--- src/rtl/regfile_scoreboard.sv ---
// ============================================================================
// regfile_scoreboard
// ----------------------------------------------------------------------------
// Parametrised register file with a T flag and a per-register busy scoreboard.
// Decode reads operands and marks destinations pending. Writeback writes
// results and clears the pending bit. A pending bit is how decode detects a
// RAW hazard on a producer that is still in flight, such as a load.
//
// Register map (default NUM_REGS = 13):
//   0-7 R0-R7, 8 SP, 9 EPC, 10 ESP, 11 IH, 12 RA.
//
// Ports:
//   clock           rising-edge clock for all state
//   reset           asynchronous active-low reset (registers, T, busy -> 0)
//   rd_addr         NUM_READ read addresses, port i at [i*ADDR_W +: ADDR_W]
//   rd_data         NUM_READ read results,   port i at [i*DATA_W +: DATA_W]
//   rd_busy         per-port pending-producer flag for the addressed register
//   wr_en/wr_addr/wr_data  single write port; the write also clears busy
//   t_wr_en/t_wr_data      T flag write
//   t_rd            current T flag (bypassed when BYPASS = 1)
//   busy_set_en/busy_set_addr  mark a register as having a pending producer
//   busy            scoreboard vector, bit k = register k
//   debug_registers stored register contents, register 0 in the MSBs
// ============================================================================
module regfile_scoreboard #(
    parameter int DATA_W   = 16,
    parameter int NUM_REGS = 13,
    parameter int ADDR_W   = 4,
    parameter int NUM_READ = 2,
    parameter int BYPASS   = 1
) (
    input  logic                         clock,
    input  logic                         reset,
    input  logic [NUM_READ*ADDR_W-1:0]   rd_addr,
    output logic [NUM_READ*DATA_W-1:0]   rd_data,
    output logic [NUM_READ-1:0]          rd_busy,
    input  logic                         wr_en,
    input  logic [ADDR_W-1:0]            wr_addr,
    input  logic [DATA_W-1:0]            wr_data,
    input  logic                         t_wr_en,
    input  logic                         t_wr_data,
    output logic                         t_rd,
    input  logic                         busy_set_en,
    input  logic [ADDR_W-1:0]            busy_set_addr,
    output logic [NUM_REGS-1:0]          busy,
    output logic [NUM_REGS*DATA_W-1:0]   debug_registers
);

    logic [DATA_W-1:0]   regs [NUM_REGS];
    logic                tFlag;
    logic [NUM_REGS-1:0] busyQ;

    // One-hot decodes. An address at or above NUM_REGS matches no k, so
    // out-of-range writes and busy sets fall away with no side effects.
    logic [NUM_REGS-1:0] wrSel;
    logic [NUM_REGS-1:0] setSel;
    logic [NUM_REGS-1:0] bypassSel;

    always_comb begin
        wrSel  = '0;
        setSel = '0;
        for (int k = 0; k < NUM_REGS; k++) begin
            wrSel[k]  = wr_en && (wr_addr == ADDR_W'(k));
            setSel[k] = busy_set_en && (busy_set_addr == ADDR_W'(k));
        end
    end

    // Forwarding is suppressed while reset is held so that reads return the
    // cleared state immediately, not a write that is about to be discarded.
    assign bypassSel = (BYPASS != 0) ? (wrSel & {NUM_REGS{reset}}) : '0;

    // ------------------------------------------------------------------
    // State update: registers, T flag, scoreboard
    // ------------------------------------------------------------------
    always_ff @(posedge clock or negedge reset) begin
        if (!reset) begin
            for (int k = 0; k < NUM_REGS; k++) begin
                regs[k] <= '0;
            end
            tFlag <= 1'b0;
            busyQ <= '0;
        end else begin
            for (int k = 0; k < NUM_REGS; k++) begin
                if (wrSel[k]) begin
                    regs[k] <= wr_data;
                end
                // A set in the same cycle as the clearing write means a new
                // producer was issued, so the set has priority.
                if (setSel[k]) begin
                    busyQ[k] <= 1'b1;
                end else if (wrSel[k]) begin
                    busyQ[k] <= 1'b0;
                end
            end
            if (t_wr_en) begin
                tFlag <= t_wr_data;
            end
        end
    end

    // ------------------------------------------------------------------
    // Combinational read ports
    // ------------------------------------------------------------------
    always_comb begin
        rd_data = '0;
        rd_busy = '0;
        for (int i = 0; i < NUM_READ; i++) begin
            for (int k = 0; k < NUM_REGS; k++) begin
                if (rd_addr[i*ADDR_W +: ADDR_W] == ADDR_W'(k)) begin
                    if (bypassSel[k]) begin
                        // The write retires this edge, so the hazard is gone.
                        rd_data[i*DATA_W +: DATA_W] = wr_data;
                        rd_busy[i]                  = 1'b0;
                    end else begin
                        rd_data[i*DATA_W +: DATA_W] = regs[k];
                        rd_busy[i]                  = busyQ[k];
                    end
                end
            end
        end
    end

    assign t_rd = ((BYPASS != 0) && t_wr_en && reset) ? t_wr_data : tFlag;
    assign busy = busyQ;

    always_comb begin
        debug_registers = '0;
        for (int k = 0; k < NUM_REGS; k++) begin
            debug_registers[(NUM_REGS-1-k)*DATA_W +: DATA_W] = regs[k];
        end
    end

endmodule

--- config.mk ---
export PLATFORM = sky130hd
export DESIGN_NAME = regfile_scoreboard
export DESIGN_NICKNAME = d
export VERILOG_FILES = /design/src/rtl/regfile_scoreboard.sv
export SDC_FILE = /design/constraint.sdc
export NUM_CORES = 1
export LEC_CHECK = 0
export ABC_AREA = 0
export CORE_MARGIN = 2
export CORE_UTILIZATION = 40
export DETAILED_ROUTE_END_ITERATION = 10
export SLEW_MARGIN = 5
export SYNTH_ARGS = -nofsm -noshare
export SYNTH_HDL_FRONTEND = slang
export SYNTH_SLANG_ARGS = --single-unit
--- constraint.sdc ---
create_clock -name clock -period 4.09 [get_ports clock]
set_input_delay 0.818 -clock clock [delete_from_list [all_inputs] [get_ports clock]]
set_output_delay 0.818 -clock clock [all_outputs]
set_load 0.005 [all_outputs]
# --- Word-level counts from Yosys, hierarchy flattened ---
# Index checks and enable logic that the tools add are counted.
word_totals:
  register_bits: 222
  input_bits: 38
  output_inout_bits: 256
  wordCells: 225
classes:
  eq_ne: 48
  n_mux: 105
  bitwise: 1
  reduce_logical: 44
ops:
  columns: ["op", "n"]
  rows:
  - ["$mux 16", 39]
  - ["$eq 4x4->1 const B", 20]
  - ["$mux 1", 66]
  - ["$eq 4x3->1 const B", 16]
  - ["$eq 4x2->1 const B", 8]
  - ["$logic_and 1x1->1", 27]
  - ["$reduce_bool 2->1", 13]
  - ["$eq 4x1->1 const B", 4]
  - ["$logic_not 4->1", 4]
  - ["$and 13x13->13", 1]

# --- Logic depth before layout (Yosys ltp) ---
depth:
  ltp_word: 17
  depth_mapped: 10
  mapped_depth_nobuf: 6

# --- Worst setup path before layout ---
# OpenSTA, ideal clock, no wires.
synth_path:
  path_type: "input -> output"
  startpoint: "input reset"
  endpoint: "output rd_data[13]"
  arrival_ns: 2.630
  t_required_ns: 3.272
  path_slack_ns: 0.642
  stages: 7
  path_buffers: 1
  cell_sequence: "buf_4 > nand4_2 > nor2_2 > mux2i_1 > o22ai_1 > or3_1 > or3_1"
synth_between:
  elab_chain_len: 15
  word_cells_on_any_way: 27
  cone_classes: "26 x mux; 1 x bitwise"
synth_lines:
  columns: ["element", "line", "source"]
  rows:
  - ["start: declaration", "33", "input logic reset,"]
  - ["$and 13x13->13 (*)", "70", "assign bypassSel = (BYPASS != 0) ? (wrSel & {NUM_REGS{reset}}) : '0;"]
  - ["$mux 16", "110", "if (bypassSel[k]) begin"]
  - ["$mux 16 (12 in a row)", "109", "if (rd_addr[i*ADDR_W +: ADDR_W] == ADDR_W'(k)) begin"]
  - ["$mux 16 (*)", "109", null]
  - ["end: declaration", "35", "output logic [NUM_READ*DATA_W-1:0] rd_data,"]
# Mark *: on every way between the ends. The rest lies on a longest branch, timed or not.

# --- Worst setup path in the final report ---
layout_path:
  startpoint: "input rd_addr[7]"
  endpoint: "output rd_data[28]"
layout_between:
  elab_chain_len: 14
  word_cells_on_any_way: 26
  cone_classes: "12 x eq/ne; 13 x mux; 1 x reduce/logical"
layout_lines:
  columns: ["element", "line", "source"]
  rows:
  - ["start: declaration", "34", "input logic [NUM_READ*ADDR_W-1:0] rd_addr,"]
  - ["$logic_not 4->1", "109", null]
  - ["$mux 16 (12 in a row)", "109", null]
  - ["$mux 16 (*)", "109", null]
# Marked as above.

==> impl_metrics.csv <==
group,metric,value,unit
clock_tree,clk_latency,0.56,ns
clock_tree,clk_pin_slew_worst_paths,0.06,ns
clock_tree,cts_tree,"done",
logic_synthesis,yosysSeqAreaShare,37.2,%
final_layout,fin_util,65.6,%
clock_tree,cts_made_buffers,25,
final_layout,fin_cells,2762,
final_layout,nNetsFinal,2315,
power,p_clk_share,24.9,%
place,place_hpwl,64000,um
die,initial_core_util,40.7,%
sta,drv_slew,0,
worst_setup_path,crit_slowest_cell,"a2111oi_4",
worst_setup_path,rrSetupSlack,3.20,ns
grt,gr-usage-met2,68.2,%
worst_setup_path,crit_required,3.27,ns
die,dieArea,38900,um^2
routing,num_vias,17700,
routing,avgViaCountPerCell,6.41,
outcome,outcome,"finished with violations",
grt,grt.overflow.total,0,
sta,timing.final.crit_share,100,%
routing,wire_per_inst,30.9,um
logic_synthesis,yosys.area.top_type,"dfrtp_1",
clock_tree,cts_root_buf,"clkbuf_16",
sta,setup_violations,1,
worst_setup_path,worst-path-max-fanout,7,
clock_tree,clock_sinks,222,
die,fp.dieH,197,um
routing,antenna_left,0,
run,maxCapViolCount,0,
outcome,violations,"negative setup slack",
sta,finClkSkew,0,ns
final_layout,diodes,0,
final_layout,drive_above_1_share,40.9,%
sta,fmax,0.243,GHz
grt,grt_pass1_wl,122000,um
routing,drt_pass1_iterations,8,
sta,period_minus_slack,4.11,ns
die,die_w,197,um
worst_setup_path,r2r-end,"debug_registers[116]",
power,ir_worst_vdd,0.000394,V
die,ios,294,
worst_setup_path,end_kind,"output port",
sta,worst_pin_slew,0.935,ns
die,row_count,70,
sta,slew_headroom,37.7,%
power,seqPwrFrac,35.8,%
logic_synthesis,synthArstFlopShare,100,%
sta,timing.final.ws_setup,-0.0196,ns
logic_synthesis,synth_top_area_share,37.2,%
worst_setup_path,rr_startpoint,"debug_registers[116]",
grt,antenna_found_initial,1,
final_layout,syn_to_final_growth,61.3,%
worst_setup_path,crit_top_cell,"buf_4",
power,p_per_area,385,nW/um^2
logic_synthesis,yosys_warnings,0,
die,core,36700,um^2
worst_setup_path,setup.worst_path.start_class,"input pin",
grt,grt_busiest_layer,"met2",
grt,groute.usage.overall,43.2,%
worst_setup_path,r2r_cells,1,
place,place_inst,2654,
logic_synthesis,synth-seq-cells,222,
logic_synthesis,synthCells,1584,
min_path,whs_endpoint,"tFlag",
logic_synthesis,synth.avg_cell_area,9.42,um^2
place,io_buffers,293,
logic_synthesis,synth_cell_type_count,75,
worst_setup_path,worstSetupPathType,"in2out",
worst_setup_path,crit_path_max_incr_delay,0.51,ns
power,switchingPower,3.13,mW
clock_tree,ctsHoldBuffers,0,
clock_tree,clock_path_buffers,3,
routing,route.detailed.drc,0,
min_path,hold_path_class,"reg2reg",
power,switching_share,33.8,%
grt,grt_pass1_vias,18000,
power,p_leak,10.5,nW
logic_synthesis,syn_nets,1622,
logic_synthesis,synthTopCellsByArea,"dfrtp_1, mux2_2, mux2i_1",
routing,drt-initial-drc-count,1959,
logic_synthesis,synth_commonest_cells,"dfrtp_1, mux2_2, mux2i_1",
min_path,hold_depth,1,
grt,gr-usage-met1,54.9,%
logic_synthesis,yosysMostFrequentCell,"dfrtp_1",
logic_synthesis,synth-edff-count,0,
power,pwr-share-comb,39.3,%
routing,routed_wl,85400,um
worst_setup_path,arrival,3.29,ns
power,p_int,6.14,mW
grt,grt_max_degree,153,
sta,hold_viol_final,0,
worst_setup_path,worstPathCellList,"dlygate4sd2_1, buf_4, nand2b_1, nor2_1, buf_4, a2111oi_4, a31oi_2, buf_4, o21a_1, dlygate4sd2_1",
logic_synthesis,syn-cell-area,14900,um^2
logic_synthesis,ys.flop_type,"dfrtp_1",
min_path,hp-start,"tFlag",
grt,grtUsageMet3,8.98,%
power,p_total,9.27,mW
place,gp_congestion,1.05,
clock_tree,htree_levels,1,
[power groups by stage]
stage | clock network, mW | registers [mW] | logic (mW)
after floorplan | 0 | 3.12 | 1.22
after global placement | 0 | 3.30 | 3.37
after detailed placement | 0 | 3.31 | 3.42
after CTS | 2.33 | 3.29 | 3.57
after global routing | 2.41 | 3.35 | 3.84
final | 2.31 | 3.31 | 3.65
[timing repair]
item / CTS / global route
resized for setup: 260 / 35
endpoints found under the setup margin: 34 / 33
pin swaps: 49 / 10
cloned: 3 / 1
setup buffers: 51 / 11
[worst max-delay path: cells and delay by family]
family	cells	cell delay, ns
simple gates	2	0.35
buf+inv	5	1.25
compound gates	3	0.87
[flip-flops by register name, summed over array words and instances (netlist names)]
register and flops:
busy 13, debug_registers 208, tFlag 1
[how the worst max path moves through the flow]
| stage | startpoint | to |
|---|---|---|
| 2_1_floorplan | reset | rd_data[13] |
| 3_3_place_gp | wr_addr[1] | rd_data[21] |
| 3_5_place_dp | wr_addr[0] | rd_data[28] |
| 4_1_cts | wr_addr[0] | rd_data[13] |
| 5_1_grt | wr_addr[3] | rd_data[10] |
| 6_report | rd_addr[7] | rd_data[28] |
[area by class of cell]
cell class | instances | area, um^2
Clock buffer | 32 | 692
Clock inverter | 12 | 135
Fill cell | 2981 | 12600
Inverter | 12 | 45.0
Multi-Input combinational cell | 1188 | 9420
Sequential cell | 222 | 5560
Tap cell | 468 | 586
Timing Repair Buffer | 828 | 7640
[through the flow]
step	setup slack, ns	instance area, um^2	hold WS (ns)	TNS (ns)
after global placement	-1.48	21800	0.482	-21.58
after global routing	-0.132	24100	0.543	-0.132
after detailed placement	-1.05	21800	0.495	-20.05
after CTS	-0.0325	23900	0.509	-0.0392
after floorplan	0.642	14900	0.475	0
final	-0.0196	24100	0.526	-0.0196
[metal layers]
layer  up-vias  part of all wire [%]
li1       7401                     -
met4         0                   7.1
met2      1244                    44
met1      8750                    38
met3       311                    10
met5         -                     0
[cell usage in the layout, fill, tap and decap left out, types with 10 or more instances in the layout]
cell type        instances
buf_12                  49
nand3_1                 97
clkbuf_16               26
a21o_1                  27
mux2i_2                 14
nor3_1                  27
and3_1                  13
nor2_1                  51
mux2i_1                110
o22ai_1                 44
mux2_2                 210
a21oi_1                 86
o21ai_1                 22
buf_4                  456
dfrtp_1                222
o21ai_0                 86
dlygate4sd2_1           34
o211ai_1                19
inv_1                   11
nand2_1                 74
a31oi_1                 20
a22oi_1                 20
a21oi_2                 12
buf_6                   28
o221ai_1                10
clkdlybuf4s50_1        246
[kinds of logic after synthesis]
group | share of synthesized area (%)
AO/OA/AOI/OAI | 20.4
buffers and inverters | 4.82
flip-flops | 37.2
multiplexers | 24.6
XOR/XNOR | 0.117
AND/OR/NAND/NOR | 12.9
(Power assumes the default switching activity.)
